==> config.mk <==
export PLATFORM = sky130hd
export DESIGN_NAME = mulreg_arb
export DESIGN_NICKNAME = d
export VERILOG_FILES = /design/src/rtl/mulreg_arb.sv
export SDC_FILE = /design/constraint.sdc
export NUM_CORES = 1
export LEC_CHECK = 0
export BUFFER_PORTS_ARGS = -buffer_cell sky130_fd_sc_hd__buf_2
export CAP_MARGIN = 20
export CORE_AREA = 3 3 93 95
export CTS_BUF_LIST = sky130_fd_sc_hd__clkbuf_2 sky130_fd_sc_hd__clkbuf_4 sky130_fd_sc_hd__clkbuf_8
export DETAILED_ROUTE_END_ITERATION = 16
export DIE_AREA = 0 0 96 98
export PLACE_DENSITY = 0.87
export RECOVER_POWER = 25
export SYNTH_ARGS = -nofsm -noshare
export SYNTH_HDL_FRONTEND = slang
export SYNTH_SLANG_ARGS = --single-unit
==> constraint.sdc <==
create_clock -name clk -period 4.8 [get_ports clk]
set_input_delay 0.72 -clock clk [delete_from_list [all_inputs] [get_ports clk]]
set_output_delay 0.72 -clock clk [all_outputs]
set_load 0.005 [all_outputs]
==> src/rtl/mulreg_arb.sv <==
// -----------------------------------------------------------------------------
// mulreg_arb
//   Round-robin arbiter that shares one two-stage registered signed multiplier
//   between R requesters. Stage 1 registers the winning operands and tag.
//   Stage 2 registers the truncated product and drives the result channel.
//   Results leave in acceptance order. Back-pressure stalls the whole pipe,
//   so no result is ever lost or duplicated.
//
// Ports
//   clk        rising-edge clock
//   nreset     asynchronous active-low reset (drops all in-flight work)
//   req_valid  [R]      per-requester operand valid
//   req_ready  [R]      per-requester accept, one-hot or zero, combinational
//   req_a      [R*N]    packed signed operand a, requester i at [i*N +: N]
//   req_b      [R*N]    packed signed operand b, same packing
//   out_valid           result valid (stage-2 valid)
//   out_ready           downstream accepts the result
//   out_id     [IDW]    index of the requester that issued the result
//   out_prod   [M]      low M bits of the signed product a*b
//   busy                any stage valid or any request pending
// -----------------------------------------------------------------------------
module mulreg_arb #(
  parameter int N   = 8,
  parameter int M   = 16,
  parameter int R   = 4,
  parameter int IDW = 2
) (
  input  logic           clk,
  input  logic           nreset,
  input  logic [R-1:0]   req_valid,
  output logic [R-1:0]   req_ready,
  input  logic [R*N-1:0] req_a,
  input  logic [R*N-1:0] req_b,
  output logic           out_valid,
  input  logic           out_ready,
  output logic [IDW-1:0] out_id,
  output logic [M-1:0]   out_prod,
  output logic           busy
);

  logic [IDW-1:0]        ptr;
  logic [IDW-1:0]        ptr_next;

  logic                  s1_valid;
  logic signed [N-1:0]   s1_a;
  logic signed [N-1:0]   s1_b;
  logic [IDW-1:0]        s1_tag;

  logic                  adv1;
  logic                  adv2;
  logic                  win_found;
  logic [IDW-1:0]        win_idx;
  logic                  xfer;

  logic signed [N-1:0]   sel_a;
  logic signed [N-1:0]   sel_b;
  logic signed [M-1:0]   a_ext;
  logic signed [M-1:0]   b_ext;
  logic signed [M-1:0]   prod_m;

  // Stall chain: stage 2 moves when empty or drained, stage 1 when it can
  // hand its contents to stage 2 (or holds nothing).
  assign adv2 = !out_valid || out_ready;
  assign adv1 = !s1_valid || adv2;

  // Round-robin search starting at ptr, wrapping through R-1 back to 0.
  always_comb begin : arb_search
    int j;
    j         = 0;
    win_found = 1'b0;
    win_idx   = '0;
    for (int k = 0; k < R; k++) begin
      j = int'(ptr) + k;
      if (j >= R) j = j - R;
      if (!win_found && req_valid[j]) begin
        win_found = 1'b1;
        win_idx   = IDW'(j);
      end
    end
  end

  always_comb begin
    req_ready = '0;
    if (nreset && adv1 && win_found) req_ready[win_idx] = 1'b1;
  end

  assign xfer     = nreset && adv1 && win_found;
  assign ptr_next = (win_idx == IDW'(R-1)) ? '0 : win_idx + 1'b1;

  assign sel_a = req_a[int'(win_idx)*N +: N];
  assign sel_b = req_b[int'(win_idx)*N +: N];

  // The low M bits of a two's-complement product depend only on the low M
  // bits of the sign-extended operands, so an M x M multiply yields exactly
  // trunc_M of the full product, and sign-extends it when M >= 2N.
  assign a_ext  = M'(s1_a);
  assign b_ext  = M'(s1_b);
  assign prod_m = a_ext * b_ext;

  always_ff @(posedge clk or negedge nreset) begin
    if (!nreset) begin
      ptr       <= '0;
      s1_valid  <= 1'b0;
      out_valid <= 1'b0;
      out_id    <= '0;
      out_prod  <= '0;
    end else begin
      if (xfer) ptr <= ptr_next;
      if (adv1) s1_valid <= xfer;
      if (adv2) begin
        out_valid <= s1_valid;
        if (s1_valid) begin
          out_id   <= s1_tag;
          out_prod <= prod_m;
        end
      end
    end
  end

  // Operand/tag payload is qualified by s1_valid and needs no reset.
  always_ff @(posedge clk) begin
    if (xfer) begin
      s1_a   <= sel_a;
      s1_b   <= sel_b;
      s1_tag <= win_idx;
    end
  end

  assign busy = s1_valid || out_valid || (|req_valid);

endmodule
==> out/metrics.yaml, run 1 <==
outcome: "completed"
die_h_um: 98
drt_iter0_markers: 116
clock_sinks: 40
fmax_mhz: 220
yosysUniqueCellTypes: 41
clkTransAtPathRegs_ns: 0.09
whs_ns: 0.489
yosys_warnings: 0
vias: 3692
placed_cells: 675
fin_skew_ns: 0.0118
critPathSlowestCell: "fa_2"
synth_common_cells: "inv_1 (87), nand2_1 (65), and2_1 (64)"
cp-start-kind: "register"
critical_path_required_ns: 5.00
synth_top_flop_cell: "dfrtp_1"
rows: 32
met1_usage: 0.286
async_flop_share: 0.550
netlist_area_mm2: 0.00458
relSlewSlack: 0.149
yosysSeqAreaShare: 0.238
core_mm2: 0.00781
cp-end-kind: "register"
rsz0062_at_grt: "no"
routed_wirelength_um: 10700
grt_overflow_total: 0
use_met2: 0.409
met3_usage: 0.0439
path_max_fanout: 8
die_x_um: 96
postSynthCellCount: 486
viasPerCell: 5.36
antenna_found_initial: 0
grt_max_degree: 38
synth_edf_count: 18
syn-num-nets: 645
synthTopCellsByArea: "fa_1 (24%), dfrtp_1 (12%), edfxtp_1 (12%)"
clk_path_buf_depth: 2
grt.total_usage: 0.236
ant_nets: 0
slew_violations: 0
fin_nets: 745
ys_ff_latch: 40
drt_first_pass_iters: 4
dieArea_mm2: 0.00941
final_hold_viol_count: 0
start_util: 0.586
crit_chain: "and2_2 -> fa_2 -> inv_2 -> fa_1 -> inv_1 -> fa_1 -> inv_1 -> fa_1 -> inv_1 -> ha_1 -> a21oi_2 -> a21boi_0 -> o21ai_1 -> nor3_1 -> o21ai_0 -> nand3_1"
synth_top_area_cell: "fa_1"
yosysMostFrequentCell: "inv_1"
cp_slowest_stage_delay_ns: 0.60
period_share: 0.947
gp_congestion: 0.900
io_buffers: 94
synth_top_area_share: 0.241
cts_made_buffers: 5
drive_above_1_share: 0.228
clock_latency_ns: 0.32
grt.busiest_layer: "met2"
dp_slack_ns: 0.125
syn_to_final_growth_pct: 15.9
drv_cap: 0
crit_arrival_ns: 4.74
setup_slack_ns: 0.255
syn_avg_cell_area_um2: 9.41
wl_per_cell_um: 15.5
grt_pass1_wl_um: 17500
crit_type: "reg -> reg"
r2r_slack_ns: 0.25
setup_viol: 0
route.detailed.drc: 0
antenna_cells: 0
period_minus_slack_ns: 4.55
final_cells: 689
worst_slew_pin_slew_ns: 1.28
grt_pass1_vias: 3881
io_pins: 95
min_path_type: "reg -> reg"
htreeDepth: 2
fillers: 603
setup-tns-final_ns: 0
clockRootBuffer: "clkbuf_8"
place_hpwl_um: 8350
cts_tree: "built"
[layout make-up]
| class | instances | area (µm²) | area share |
|---|---|---|---|
| clock inverter | 3 | 45.0 | 0.00849 |
| tap | 102 | 128 | 0.0241 |
| sequential | 40 | 1090 | 0.206 |
| clock buffer | 5 | 68.8 | 0.0130 |
| multi-input combinational | 346 | 3090 | 0.582 |
| timing repair buffer | 105 | 552 | 0.104 |
| inverter | 88 | 330 | 0.0623 |
[metal layers]
metal / wire length (µm) / vias up
met4: 343 / 0
li1: - / 1755
met2: 5680 / 141
met3: 606 / 27
met5: 0 / -
met1: 4020 / 1769
[cells by family after synthesis]
logic type,Yosys count,share of synthesized area
AND/OR/NAND/NOR,161,0.182
buffers and inverters,100,0.0902
adder cells (fa/ha/maj),88,0.331
AO/OA/AOI/OAI,75,0.112
flip-flops,40,0.238
XOR/XNOR,14,0.0268
multiplexers,8,0.0194
[critical path: cells and delay by family (launching register included)]
kind                       cells  cell delay, ns
DFF                            1            0.50
adders and majority gates      5            2.55
buffers and inverters          4            0.22
and+or+nand+nor                3            0.45
AOI/OAI and AO/OA              4            0.71
[through the flow]
stage	utilization	cell area, µm²
3_5_place_dp	0.657	5130
5_1_grt	0.679	5300
2_1_floorplan	-	4580
6_report	0.679	5300
3_3_place_gp	0.657	5130
4_1_cts	0.672	5250
[timing repair]
item                                    in CTS  in global routing
setup buffers                                0                  6
endpoints found under the setup margin       0                  3
gates resized for setup                      0                  7
endpoints found under the hold margin        0                  0
hold buffers                                 0                  0
[state kept, by name, indices dropped and copies added (netlist names)]
signal     flops
s1_b           8
s1_a           8
ptr            2
out_id         2
out_prod      16
s1_tag         2
s1_valid       1
out_valid      1
[placed cells by master, fill, tap and decap left out, types with 3 or more instances in the layout]
cell type  netlist  routed
o21a_1           4       4
a211oi_2         5       5
dfrtp_1         22      22
edfxtp_1        18      18
xor2_1           5       5
buf_4            1      11
nor2b_1          8       8
o21ai_1          1       3
nand2b_1         3       3
a31oi_1         18      18
nand2_1         65      65
nor2_1           9       9
mux2_2           7       7
fa_1            55      54
and2_1          64      63
nor3_1           3       3
ha_1            33      33
buf_2            3      93
a211oi_1        12      12
xnor2_1          9       9
nor3b_1          3       3
o21ai_0         16      14
inv_1           87      86
a21oi_1         10       8
clkbuf_8         0       5
[final timing paths]
path / startpoint / to / depth (start not counted)
setup / recovery: s1_a[7]$_DFFE_PP_ / out_prod[14]$_DFFE_PN0P_ / 16
setup reg to reg: s1_a[7]$_DFFE_PP_ / out_prod[14]$_DFFE_PN0P_ / 16
hold reg to reg: out_prod[0]$_DFFE_PN0P_ / out_prod[0]$_DFFE_PN0P_ / 2
max in group asynchronous: nreset / ptr[0]$_DFFE_PN0P_ / 1
min in group asynchronous: nreset / out_prod[4]$_DFFE_PN0P_ / 1
hold / removal: out_prod[0]$_DFFE_PN0P_ / out_prod[0]$_DFFE_PN0P_ / 2
Power of run 1 is left out: the tool's default activity adds up to more than one toggle a clock period on the data nets, which glitch-free logic cannot reach.
==> inputs of run 2 (changes only) <==
--- a/config.mk
+++ b/config.mk
@@ -7,10 +7,12 @@
 export LEC_CHECK = 0
 export BUFFER_PORTS_ARGS = -buffer_cell sky130_fd_sc_hd__buf_2
 export CAP_MARGIN = 20
-export CORE_AREA = 3 3 93 95
+export CELL_PAD_IN_SITES_DETAIL_PLACEMENT = 0
+export CELL_PAD_IN_SITES_GLOBAL_PLACEMENT = 1
+export CORE_AREA = 3 3 106 108
 export CTS_BUF_LIST = sky130_fd_sc_hd__clkbuf_2 sky130_fd_sc_hd__clkbuf_4 sky130_fd_sc_hd__clkbuf_8
 export DETAILED_ROUTE_END_ITERATION = 16
-export DIE_AREA = 0 0 96 98
+export DIE_AREA = 0 0 109 111
 export PLACE_DENSITY = 0.87
 export RECOVER_POWER = 25
 export SYNTH_ARGS = -nofsm -noshare
==> run 2 against run 1 <==
Against the previous run:
- critical path depth rose by 1
- global-route usage down 6.3 points
- setup slack better by 0.083 ns
- sequential cell count unchanged
- critical path type unchanged
==> out/metrics.yaml, run 2 (synthesis results as in run 1) <==
setup_slack_ns: 0.338  # +0.0831 ns
dieArea_mm2: 0.0121  # +29%
cts_tree: "built"
largest_register_ffs: 16  # unchanged
crit_arrival_ns: 4.64  # -0.10 ns
setup-tns-final_ns: 0  # unchanged
route.detailed.drc: 0  # unchanged
cp-end-kind: "register"
fmax_mhz: 224  # +1.9%
io_pins: 95  # unchanged
grt_max_degree: 36  # -5.3%
setup_viol: 0  # unchanged
r2r_slack_ns: 0.34  # +0.08 ns
clkTransAtPathRegs_ns: 0.08  # about the same
antenna_cells: 0  # unchanged
cp-start-kind: "register"
outcome: "completed"
place_area_mm2: 0.00519  # +1.1%
rows: 37  # +16%
top_register: "out_prod"
fin_skew_ns: 0.0108  # -0.00101 ns
drt_first_pass_iters: 4  # unchanged
routed_wirelength_um: 9910  # -6.9%
cts_made_buffers: 5  # unchanged
period_share: 0.930  # -0.0173
grt.total_usage: 0.174  # -0.0629
drive_above_1_share: 0.225  # -0.00341
worst_slew_pin_slew_ns: 1.19  # -0.0916 ns
crit_chain: "buf_4 -> and2_1 -> fa_1 -> inv_1 -> fa_1 -> inv_1 -> fa_1 -> inv_1 -> fa_1 -> inv_1 -> ha_1 -> o211ai_1 -> o21ai_1 -> o21ai_0 -> a31oi_1 -> xnor2_1 -> o21ai_1"
dp_slack_ns: 0.230  # +0.105 ns
clk_path_buf_depth: 2  # unchanged
ant_nets: 0  # unchanged
reg_top3: "out_prod (16), s1_a (8), s1_b (8)"
drt_iter0_markers: 102  # -12%
antenna_found_initial: 0  # unchanged
wl_per_cell_um: 13.7  # -11%
critical_path_buf_inv_count: 5  # +1
grt_overflow_total: 0  # unchanged
viasPerCell: 4.95  # -7.5%
cpLargestDelayFamily: "adder cells"
drv_cap: 0  # unchanged
crit_type: "reg -> reg"
design_area_mm2: 0.00535  # +0.85%
slew_violations: 0  # unchanged
critPathSlowestCell: "fa_1"
relSlewSlack: 0.210  # +0.0610
path_max_fanout: 4  # -4
rsz0062_at_grt: "no"
clock_sinks: 40  # unchanged
critical_path_required_ns: 4.98  # -0.02 ns
gp_congestion: 0.894  # -0.67%
grt_pass1_vias: 3680  # -5.2%
start_util: 0.443  # -0.143
vias: 3582  # -3.0%
core_mm2: 0.0103  # +32%
die_x_um: 109  # +14%
fin_nets: 745  # unchanged
htreeDepth: 2  # unchanged
clock_latency_ns: 0.30  # -0.02 ns
place_hpwl_um: 8420  # +0.86%
period_minus_slack_ns: 4.46  # -0.0831 ns
layout_commonest_cell: "buf_2"
grt_pass1_wl_um: 16900  # -3.2%
final_cell_mix: "buf_2 (93), inv_1 (87), nand2_1 (65)"
min_path_type: "reg -> reg"
final_hold_viol_count: 0  # unchanged
io_buffers: 94  # unchanged
syn_to_final_growth_pct: 16.9
cts_hold_buf: 0  # unchanged
cp_slowest_stage_delay_ns: 0.53  # -0.07 ns
die_h_um: 111  # +13%
clockRootBuffer: "clkbuf_8"
## run 2: layer usage
layer / track usage / vias up / wire, µm
met2: 0.294 / 116 / 4960
li1: - / 1752 / -
met1: 0.230 / 1706 / 4290
met4: 0.0429 / 0 / 109
met3: 0.0285 / 8 / 554
met5: 0 / - / 0
## run 2: worst register-to-register path, stage by stage (launching register included)
cell	delay, ns
edfxtp_1	0.45
buf_4	0.18
and2_1	0.16
fa_1	0.50
inv_1	0.06
fa_1	0.47
inv_1	0.05
fa_1	0.53
inv_1	0.05
fa_1	0.53
inv_1	0.05
ha_1	0.32
o211ai_1	0.11
o21ai_1	0.25
o21ai_0	0.18
a31oi_1	0.24
xnor2_1	0.14
o21ai_1	0.07
## run 2: area by class of cell
type | count | area (µm²)
repair buffers | 105 | 552
well taps | 136 | 170
multi-input cells | 346 | 3080
clock buffers | 6 | 82.6
fillers | 932 | 4970
clock inverters | 2 | 38.8
inverters | 88 | 330
flip-flops and latches | 40 | 1090
## run 2: what timing repair did
item | CTS | global route
buffers inserted | 0 | 4
setup endpoints to repair | 0 | 3
resized for setup | 0 | 7
## run 2: path summary, 6_finish.rpt
path	start	to	cells past startpoint
max in group asynchronous	nreset	ptr[1]$_DFFE_PN0P_	1
hold / removal	out_prod[0]$_DFFE_PN0P_	out_prod[0]$_DFFE_PN0P_	2
min in group asynchronous	nreset	out_prod[6]$_DFFE_PN0P_	1
hold reg to reg	out_prod[0]$_DFFE_PN0P_	out_prod[0]$_DFFE_PN0P_	2
setup / recovery	s1_b[2]$_DFFE_PP_	out_prod[15]$_DFFE_PN0P_	17
setup reg to reg	s1_b[2]$_DFFE_PP_	out_prod[15]$_DFFE_PN0P_	17
## run 2: per-stage QoR
| stage | hold WS, ns | std cells | util |
|---|---|---|---|
| 6_report | 0.483 | 723 | 0.518 |
| 5_1_grt | 0.498 | 723 | 0.518 |
| 4_1_cts | 0.392 | 719 | 0.514 |
| 3_5_place_dp | 0.470 | 711 | 0.503 |
| 3_3_place_gp | 0.459 | 711 | 0.503 |
| 2_1_floorplan | 0.424 | 486 | - |
Power of run 2 is left out for the same reason.
